==> config.mk <==
export PLATFORM = sky130hd
export DESIGN_NAME = pipe_stage_reg
export DESIGN_NICKNAME = d
export VERILOG_FILES = /design/src/rtl/pipe_pkg.sv /design/src/rtl/sat_counter.sv /design/src/rtl/pipe_stage_reg.sv
export SDC_FILE = /design/constraint.sdc
export NUM_CORES = 1
export LEC_CHECK = 0
export CAP_MARGIN = 20
export CORE_AREA = 4 4 237 239
export CTS_CLUSTER_SIZE = 24
export DETAILED_ROUTE_END_ITERATION = 16
export DIE_AREA = 0 0 241 243
export MAX_ROUTING_LAYER = met4
export PLACE_DENSITY = 0.61
export RECOVER_POWER = 50
export SETUP_SLACK_MARGIN = 0.15
export SLEW_MARGIN = 5
export SYNTH_ARGS = -nofsm -noshare
export SYNTH_HDL_FRONTEND = slang
export SYNTH_SLANG_ARGS = --single-unit
==> constraint.sdc <==
create_clock -name clk -period 15.6 [get_ports clk]
set_input_delay 2.34 -clock clk [delete_from_list [all_inputs] [get_ports clk]]
set_output_delay 2.34 -clock clk [all_outputs]
set_load 0.02 [all_outputs]
==> src/rtl/pipe_pkg.sv <==
// Shared pipeline definitions: stall vector layout, stage indices and the per-stage latch action.
package pipe_pkg;

  localparam int unsigned STALL_W = 6;

  localparam int unsigned STG_IF   = 0;
  localparam int unsigned STG_ID   = 1;
  localparam int unsigned STG_EX   = 2;
  localparam int unsigned STG_MEM  = 3;
  localparam int unsigned STG_WB   = 4;
  localparam int unsigned STG_CTRL = 5;

  typedef enum logic [1:0] {
    FLUSH,
    LOAD,
    BUBBLE,
    HOLD
  } stage_act_e;

  // Priority: flush, then upstream free, then downstream free, otherwise hold.
  function automatic stage_act_e decode_act(logic flush, logic up_stall, logic dn_stall);
    if (flush) begin
      return FLUSH;
    end else if (!up_stall) begin
      return LOAD;
    end else if (!dn_stall) begin
      return BUBBLE;
    end else begin
      return HOLD;
    end
  endfunction

endpackage

==> src/rtl/sat_counter.sv <==
// Saturating up-counter with synchronous clear (clear beats increment) and async reset.
module sat_counter #(
  parameter int unsigned W = 32
) (
  input  logic         clk,
  input  logic         rst,
  input  logic         clr,
  input  logic         inc,
  output logic [W-1:0] q
);

  logic [W-1:0] q_q;
  logic [W-1:0] q_d;

  always_comb begin
    q_d = q_q;
    if (clr) begin
      q_d = '0;
    end else if (inc && (q_q != {W{1'b1}})) begin
      q_d = q_q + W'(1);
    end
  end

  always_ff @(posedge clk or posedge rst) begin
    if (rst) begin
      q_q <= '0;
    end else begin
      q_q <= q_d;
    end
  end

  assign q = q_q;

endmodule

==> src/rtl/pipe_stage_reg.sv <==
// Generic latch between pipeline stage STAGE and STAGE+1 with valid bit, multi-cycle scratch
// loop-back and saturating bubble/hold statistics.
module pipe_stage_reg
  import pipe_pkg::*;
#(
  parameter int unsigned PAYLOAD_W = 200,
  parameter int unsigned AUX_W     = 66,
  parameter int unsigned STAGE     = 3,
  parameter int unsigned CNT_W     = 32,
  parameter int unsigned MC_W      = 4
) (
  input  logic                 clk,
  input  logic                 rst,
  input  logic [STALL_W-1:0]   stall,
  input  logic                 flush,
  input  logic                 perf_clr,
  input  logic                 in_valid,
  input  logic [PAYLOAD_W-1:0] in_payload,
  input  logic [AUX_W-1:0]     aux_i,
  output logic                 out_valid,
  output logic [PAYLOAD_W-1:0] out_payload,
  output logic [AUX_W-1:0]     aux_o,
  output logic [MC_W-1:0]      mc_cycles,
  output logic [CNT_W-1:0]     cnt_bubble,
  output logic [CNT_W-1:0]     cnt_hold
);

  if (STAGE > STALL_W - 2) begin : g_stage_check
    $error("pipe_stage_reg: STAGE must not exceed STALL_W-2");
  end

  stage_act_e act;

  logic                 valid_q, valid_d;
  logic [PAYLOAD_W-1:0] payload_q, payload_d;
  logic [AUX_W-1:0]     aux_q, aux_d;

  // Only the upstream and downstream bits matter; the rest are deliberately ignored.
  logic unused_stall;
  assign unused_stall = ^stall;

  always_comb begin
    act = decode_act(flush, stall[STAGE], stall[STAGE+1]);
  end

  always_comb begin
    valid_d   = valid_q;
    payload_d = payload_q;
    aux_d     = '0;
    unique case (act)
      FLUSH: begin
        valid_d   = 1'b0;
        payload_d = '0;
      end
      LOAD: begin
        valid_d   = in_valid;
        payload_d = in_payload;
      end
      BUBBLE: begin
        valid_d   = 1'b0;
        payload_d = '0;
        aux_d     = aux_i;
      end
      HOLD: begin
        // Payload and valid are held; scratch is only live right after a bubble.
      end
      default: begin
        valid_d   = 1'b0;
        payload_d = '0;
      end
    endcase
  end

  always_ff @(posedge clk or posedge rst) begin
    if (rst) begin
      valid_q   <= 1'b0;
      payload_q <= '0;
      aux_q     <= '0;
    end else begin
      valid_q   <= valid_d;
      payload_q <= payload_d;
      aux_q     <= aux_d;
    end
  end

  assign out_valid   = valid_q;
  assign out_payload = payload_q;
  assign aux_o       = aux_q;

  logic act_bubble, act_hold, mc_clr;
  assign act_bubble = (act == BUBBLE);
  assign act_hold   = (act == HOLD);
  assign mc_clr     = (act == FLUSH) || (act == LOAD);

  sat_counter #(
    .W(MC_W)
  ) u_mc_cycles (
    .clk(clk),
    .rst(rst),
    .clr(mc_clr),
    .inc(act_bubble),
    .q  (mc_cycles)
  );

  sat_counter #(
    .W(CNT_W)
  ) u_cnt_bubble (
    .clk(clk),
    .rst(rst),
    .clr(perf_clr),
    .inc(act_bubble),
    .q  (cnt_bubble)
  );

  sat_counter #(
    .W(CNT_W)
  ) u_cnt_hold (
    .clk(clk),
    .rst(rst),
    .clr(perf_clr),
    .inc(act_hold),
    .q  (cnt_hold)
  );

endmodule

Word-level counts from Yosys, hierarchy flattened. Cells that the tools add are included.

Register bits: 335. Input port bits: 277. Output and inout bits: 335. Logic and storage cells: 37.

Add/sub/neg operators: 3. Eq/ne operators: 6. Muxes and demuxes: 12. Reductions and logical operators: 10.

Operators by type and width (count): 200-bit case mux with 2 select lines (1); 32-bit two-way mux (4); 66-bit two-way mux (1); 32-bit by 1-bit adder with 32-bit output, second input constant (2); 32-bit != test, second input constant (2); 4-bit two-way mux (2); 2-bit nonzero test (4); 4-bit by 1-bit adder with 4-bit output, second input constant (1); 2-bit == test, second input constant (2); 2-bit two-way mux (2); 4-bit != test, second input constant (1); 1-bit logical AND (3); 2-bit by 1-bit == test with 1-bit output, second input constant (1); 2-bit logical NOT (1); 1-bit case mux with 2 select lines (1); 2-bit OR reduction (1); 1-bit logical OR (1); 1-bit two-way mux (1).

Depth between registers and ports, before layout.
Word-level depth: 7. Mapped depth: 8. Depth with buffers taken out: 6.

Modules after synthesis. From an unflattened synthesis, not the netlist that was laid out.

Cells, all modules: 1008. Area total of the unflattened synthesis: 13231.4 µm².

By module, submodules not included: pipe_stage_reg (instances 1, cells each 615, area each 9520.4 µm², sequential area each 6681.4 µm²); sat_counter at u_cnt_bubble ... (instances 2, cells each 186, area each 1740.4 µm², sequential area each 800.8 µm²); sat_counter at u_mc_cycles (instances 1, cells each 21, area each 230.2 µm², sequential area each 100.1 µm²).

Worst setup path before layout. OpenSTA, ideal clock, no wires.

Kind: in2reg. From: input port flush. To: register u_cnt_hold.q_q[18] (netlist: u_cnt_hold.q[18]). Arrival time: 3948 ps. Data required time: 15522 ps. Path slack: 11574 ps. Stages on the path: 8. Path buffers: 3. Path through: nand2b_1 -> buf_2 -> or2_1 -> clkbuf_1 -> a2111o_1 -> buf_2 -> or3_1 -> a21oi_1.

Longest elaborated chain between the ends: 4.

RTL lines: start, declared (RTL line pipe_stage_reg.sv:15) `input logic flush,`; 2-bit two-way mux (RTL line pipe_pkg.sv:22) `if (flush) begin`; 2-bit == test (RTL line pipe_stage_reg.sv:92) `assign act_hold = (act == HOLD);`; 1-bit logical AND (RTL line sat_counter.sv:19) `end else if (inc && (q_q != {W{1'b1}})) begin`; 2-bit nonzero test (no source line); end signal, assigned (RTL line sat_counter.sv:28) `q_q <= q_d;`; end, declared (RTL line sat_counter.sv:12) `logic [W-1:0] q_q;`.

No other way between the ends. A chain may end at the register's enable or synchronous reset.

==> reports/metrics.yaml <==
routing:
  first_pass_iters: 4
  post_drt_via_cell_ratio: 4.62
  drc: 0
  drt-total-wl_um: 44900
  drt_iter0_markers: 625
  post_drt_wl_per_cell_um: 19.3
  drtAntennaViolNets: 0
  dr_total_vias: 10800
finish:
  area_growth_syn_to_layout_pct: 62.9
  drive_above_1_share: 0.0569
  final_common_cell: "clkdlybuf4s50_1"
  fin_nets: 1886
  final_area_mm2: 0.0210
  fin_cells: 2334
  final_cell_mix: "371 x clkdlybuf4s50_1, 335 x dfrtp_1, 235 x dlygate4sd3_1, 201 x a22o_1, 48 x a21oi_1"
worst_setup_path:
  critPathArrivalTime_ns: 7.73
  cp-start-kind: "input port"
  rr_endpoint: "u_cnt_bubble.q[11]$_DFFE_PP0P_"
  crit_type: "input port to asynchronous set/reset pin"
  reg2reg_from: "u_cnt_bubble.q[0]$_DFFE_PP0P_"
  cp-end-kind: "asynchronous set/reset pin"
  slowest_stage: "clkinvlp_2"
  cp_max_fo: 115
  required_ns: 16.13
  cp_common_cell: "buf_4"
  crit_family: "buffers and inverters"
  cpPeakStageDelay_ns: 2.83
  path_buf_inv: 4
  r2r_slack_ns: 12.73
  path_cells: "dlygate4sd3_1 -> clkinvlp_2 -> buf_4 -> buf_4"
  reg2reg_depth: 6
global_route:
  grt_antenna_before_repair: 3
  grt_max_degree: 116
  grt-ovfl-total: 0
  grt_pass1_vias: 11300
  track_usage: 0.150
  grt_first_pass_wirelength_um: 67300
yosys:
  synth_top_family_by_area: "compound AO/OA/AOI/OAI gates"
  synthXorXnorAreaFrac: 0.00340
  synth_edf_count: 0
  yosysWarnings: 0
  synthSimpleGateAreaFrac: 0.126
  ys_seq_elements: 335
  synth_cells: 1017
  synthArstFlopShare: 1.00
  synthMuxAreaShare: 0.0111
  synth_area_mm2: 0.0129
  synth_flop_cell: "dfrtp_1"
  synth_compound_gate_area_share: 0.180
  avgSynthCellArea_um2: 12.7
  synth.net_count: 1297
  ys_seq_area_frac: 0.651
  ys_types: 41
  synthAdderAreaFrac: 0.00291
power_and_ir_drop:
  p_int_mw: 1.58
  power_frac_comb: 0.114
  power_switching_mw: 0.501
  power.share.sequential: 0.440
  swShare: 0.241
  pwr_density_cell_mw_per_mm2: 99.0
  clockPowerShare: 0.446
  leakage_nw: 9.47
  ir_drop_v: 0.0000797
placed_design:
  dpl.hpwl_um: 32500
  place_congestion: 0.787
  place_area_mm2: 0.0197
  dp.cells: 2259
  numPortBuffers: 607
timing:
  slew_viol_final: 116
  fmax_ghz: 0.139
  max_slew_margin: -2.42
  min_period_over_period: 0.462
  min_period_ns: 7.20
  setup_viol: 0
  tightestPinTransition_ns: 5.10
  hold_viol_final: 0
  fin_setup_tns_ns: 0
  rsz0062_at_grt: "no"
  skew_ns: 0.0251
clock_tree:
  cts_made_buffers: 40
  root_buffer: "clkbuf_16"
  cts_setup_buffers: 0
  clk_pin_slew_worst_paths_ns: 0.06
  cts_tree: "done"
  clock_sinks: 335
  post_cts_resized: 0
  cts_buffer_depth: 3
  cts_hold_buffers: 0
  htree_levels: 2
  clk_latency_ns: 0.54
run_status:
  status: "finished with violations"
  violations: "max-capacitance violations, max-slew violations"
floorplanning:
  rows: 85
  ioPinCount: 612
  die_w_um: 241
  initial_core_util: 0.239
  die-area_mm2: 0.0586
  die_h_um: 243
  core_mm2: 0.0538
min_path:
  hold_path_class: "register to register"
  hold_depth: 1
  min_to: "out_payload[147]$_DFFE_PP0P_"
  worstHoldStart: "out_payload[147]$_DFFE_PP0P_"
run:
  max-cap-violations: 1
-- synth_stat cells, types with 3 or more instances --
cell type,n,area (µm²)
buf_2,8,40.0
nor4_1,14,87.6
a21oi_1,48,240
o21ai_0,32,160
mux2_2,10,113
a22o_1,201,1760
and2_1,67,419
nand2_1,26,97.6
dfrtp_1,335,8380
nor2_1,29,109
and4_1,9,78.8
or3_1,31,194
or2_2,3,18.8
and3_1,4,25.0
xnor2_1,3,26.3
or4_1,16,120
clkbuf_1,64,240
nor3_1,6,30.0
nand3_1,29,145
inv_1,9,33.8
nand4_1,19,119
nand2b_1,5,31.3
ha_1,3,37.5
o31ai_1,14,105
mux2i_1,3,30.0
nor2b_1,11,68.8
-- kinds of logic after synthesis --
family	Yosys count
compound gates	302
xor+xnor	5
fa+ha+maj	3
buf+inv	82
flops	335
mux	13
simple gates	277
-- worst max path at each step --
stage / startpoint / end / slack [ns] / cells past startpoint
2_1_floorplan: rst / aux_o[0]$_DFF_PP0_ / 3.98 / 1
3_3_place_gp: flush / out_payload[197]$_DFFE_PP0P_ / 9.59 / 6
3_5_place_dp: flush / out_payload[25]$_DFFE_PP0P_ / 9.58 / 6
4_1_cts: flush / out_payload[195]$_DFFE_PP0P_ / 10.16 / 6
5_1_grt: rst / u_cnt_bubble.q[3]$_DFFE_PP0P_ / 7.39 / 4
6_report: rst / u_cnt_bubble.q[4]$_DFFE_PP0P_ / 8.40 / 4
-- through the flow --
step | total power [mW] | setup WS, ns | utilization | hold WS [ns]
floorplan | 1.02 | 3.98 | - | 0.626
global placement | 1.18 | 9.59 | 0.365 | 0.487
detailed placement | 1.18 | 9.58 | 0.365 | 0.490
CTS | 2.13 | 10.16 | 0.390 | 0.506
global route | 2.17 | 7.39 | 0.390 | 0.508
finish | 2.08 | 8.40 | 0.390 | 0.493
-- worst register-to-register path, stage by stage, from the launching register on --
cell     delay (ns)
dfrtp_1        0.49
ha_1           0.28
nand3_1        0.12
nor4_1         0.65
a31o_2         0.75
nor4_1         0.16
mux2_2         0.30
-- flip-flops by register name (all words and copies together) (netlist names) --
name	cells
aux_o	66
out_payload	200
out_valid	1
u_cnt_bubble.q	32
u_cnt_hold.q	32
u_mc_cycles.q	4
-- per-layer routing --
layer | wire length (µm) | global-route usage | up-vias
met5 | 0 | - | -
met4 | 1510 | 0.0560 | 0
met3 | 3670 | 0.0470 | 87
met2 | 22300 | 0.248 | 431
met1 | 17400 | 0.171 | 5296
li1 | - | - | 4967
-- cell type report --
| class | count | area (µm²) |
|---|---|---|
| inverters | 9 | 35.0 |
| multi-input cells | 600 | 4200 |
| well taps | 696 | 871 |
| repair buffers | 620 | 6170 |
| flip-flops and latches | 335 | 8380 |
| diodes | 3 | 7.51 |
| clock buffers | 58 | 1170 |
| clock inverters | 13 | 148 |
| fillers | 5124 | 32800 |
-- power by group through the flow --
stage | combinational [mW] | clock [mW] | sequential [mW]
finish | 0.236 | 0.928 | 0.915
global placement | 0.246 | 0 | 0.930
CTS | 0.249 | 0.962 | 0.916
global route | 0.252 | 0.999 | 0.918
floorplan | 0.0567 | 0 | 0.966
detailed placement | 0.249 | 0 | 0.930
No activity file was read; power rests on OpenSTA's default activity.
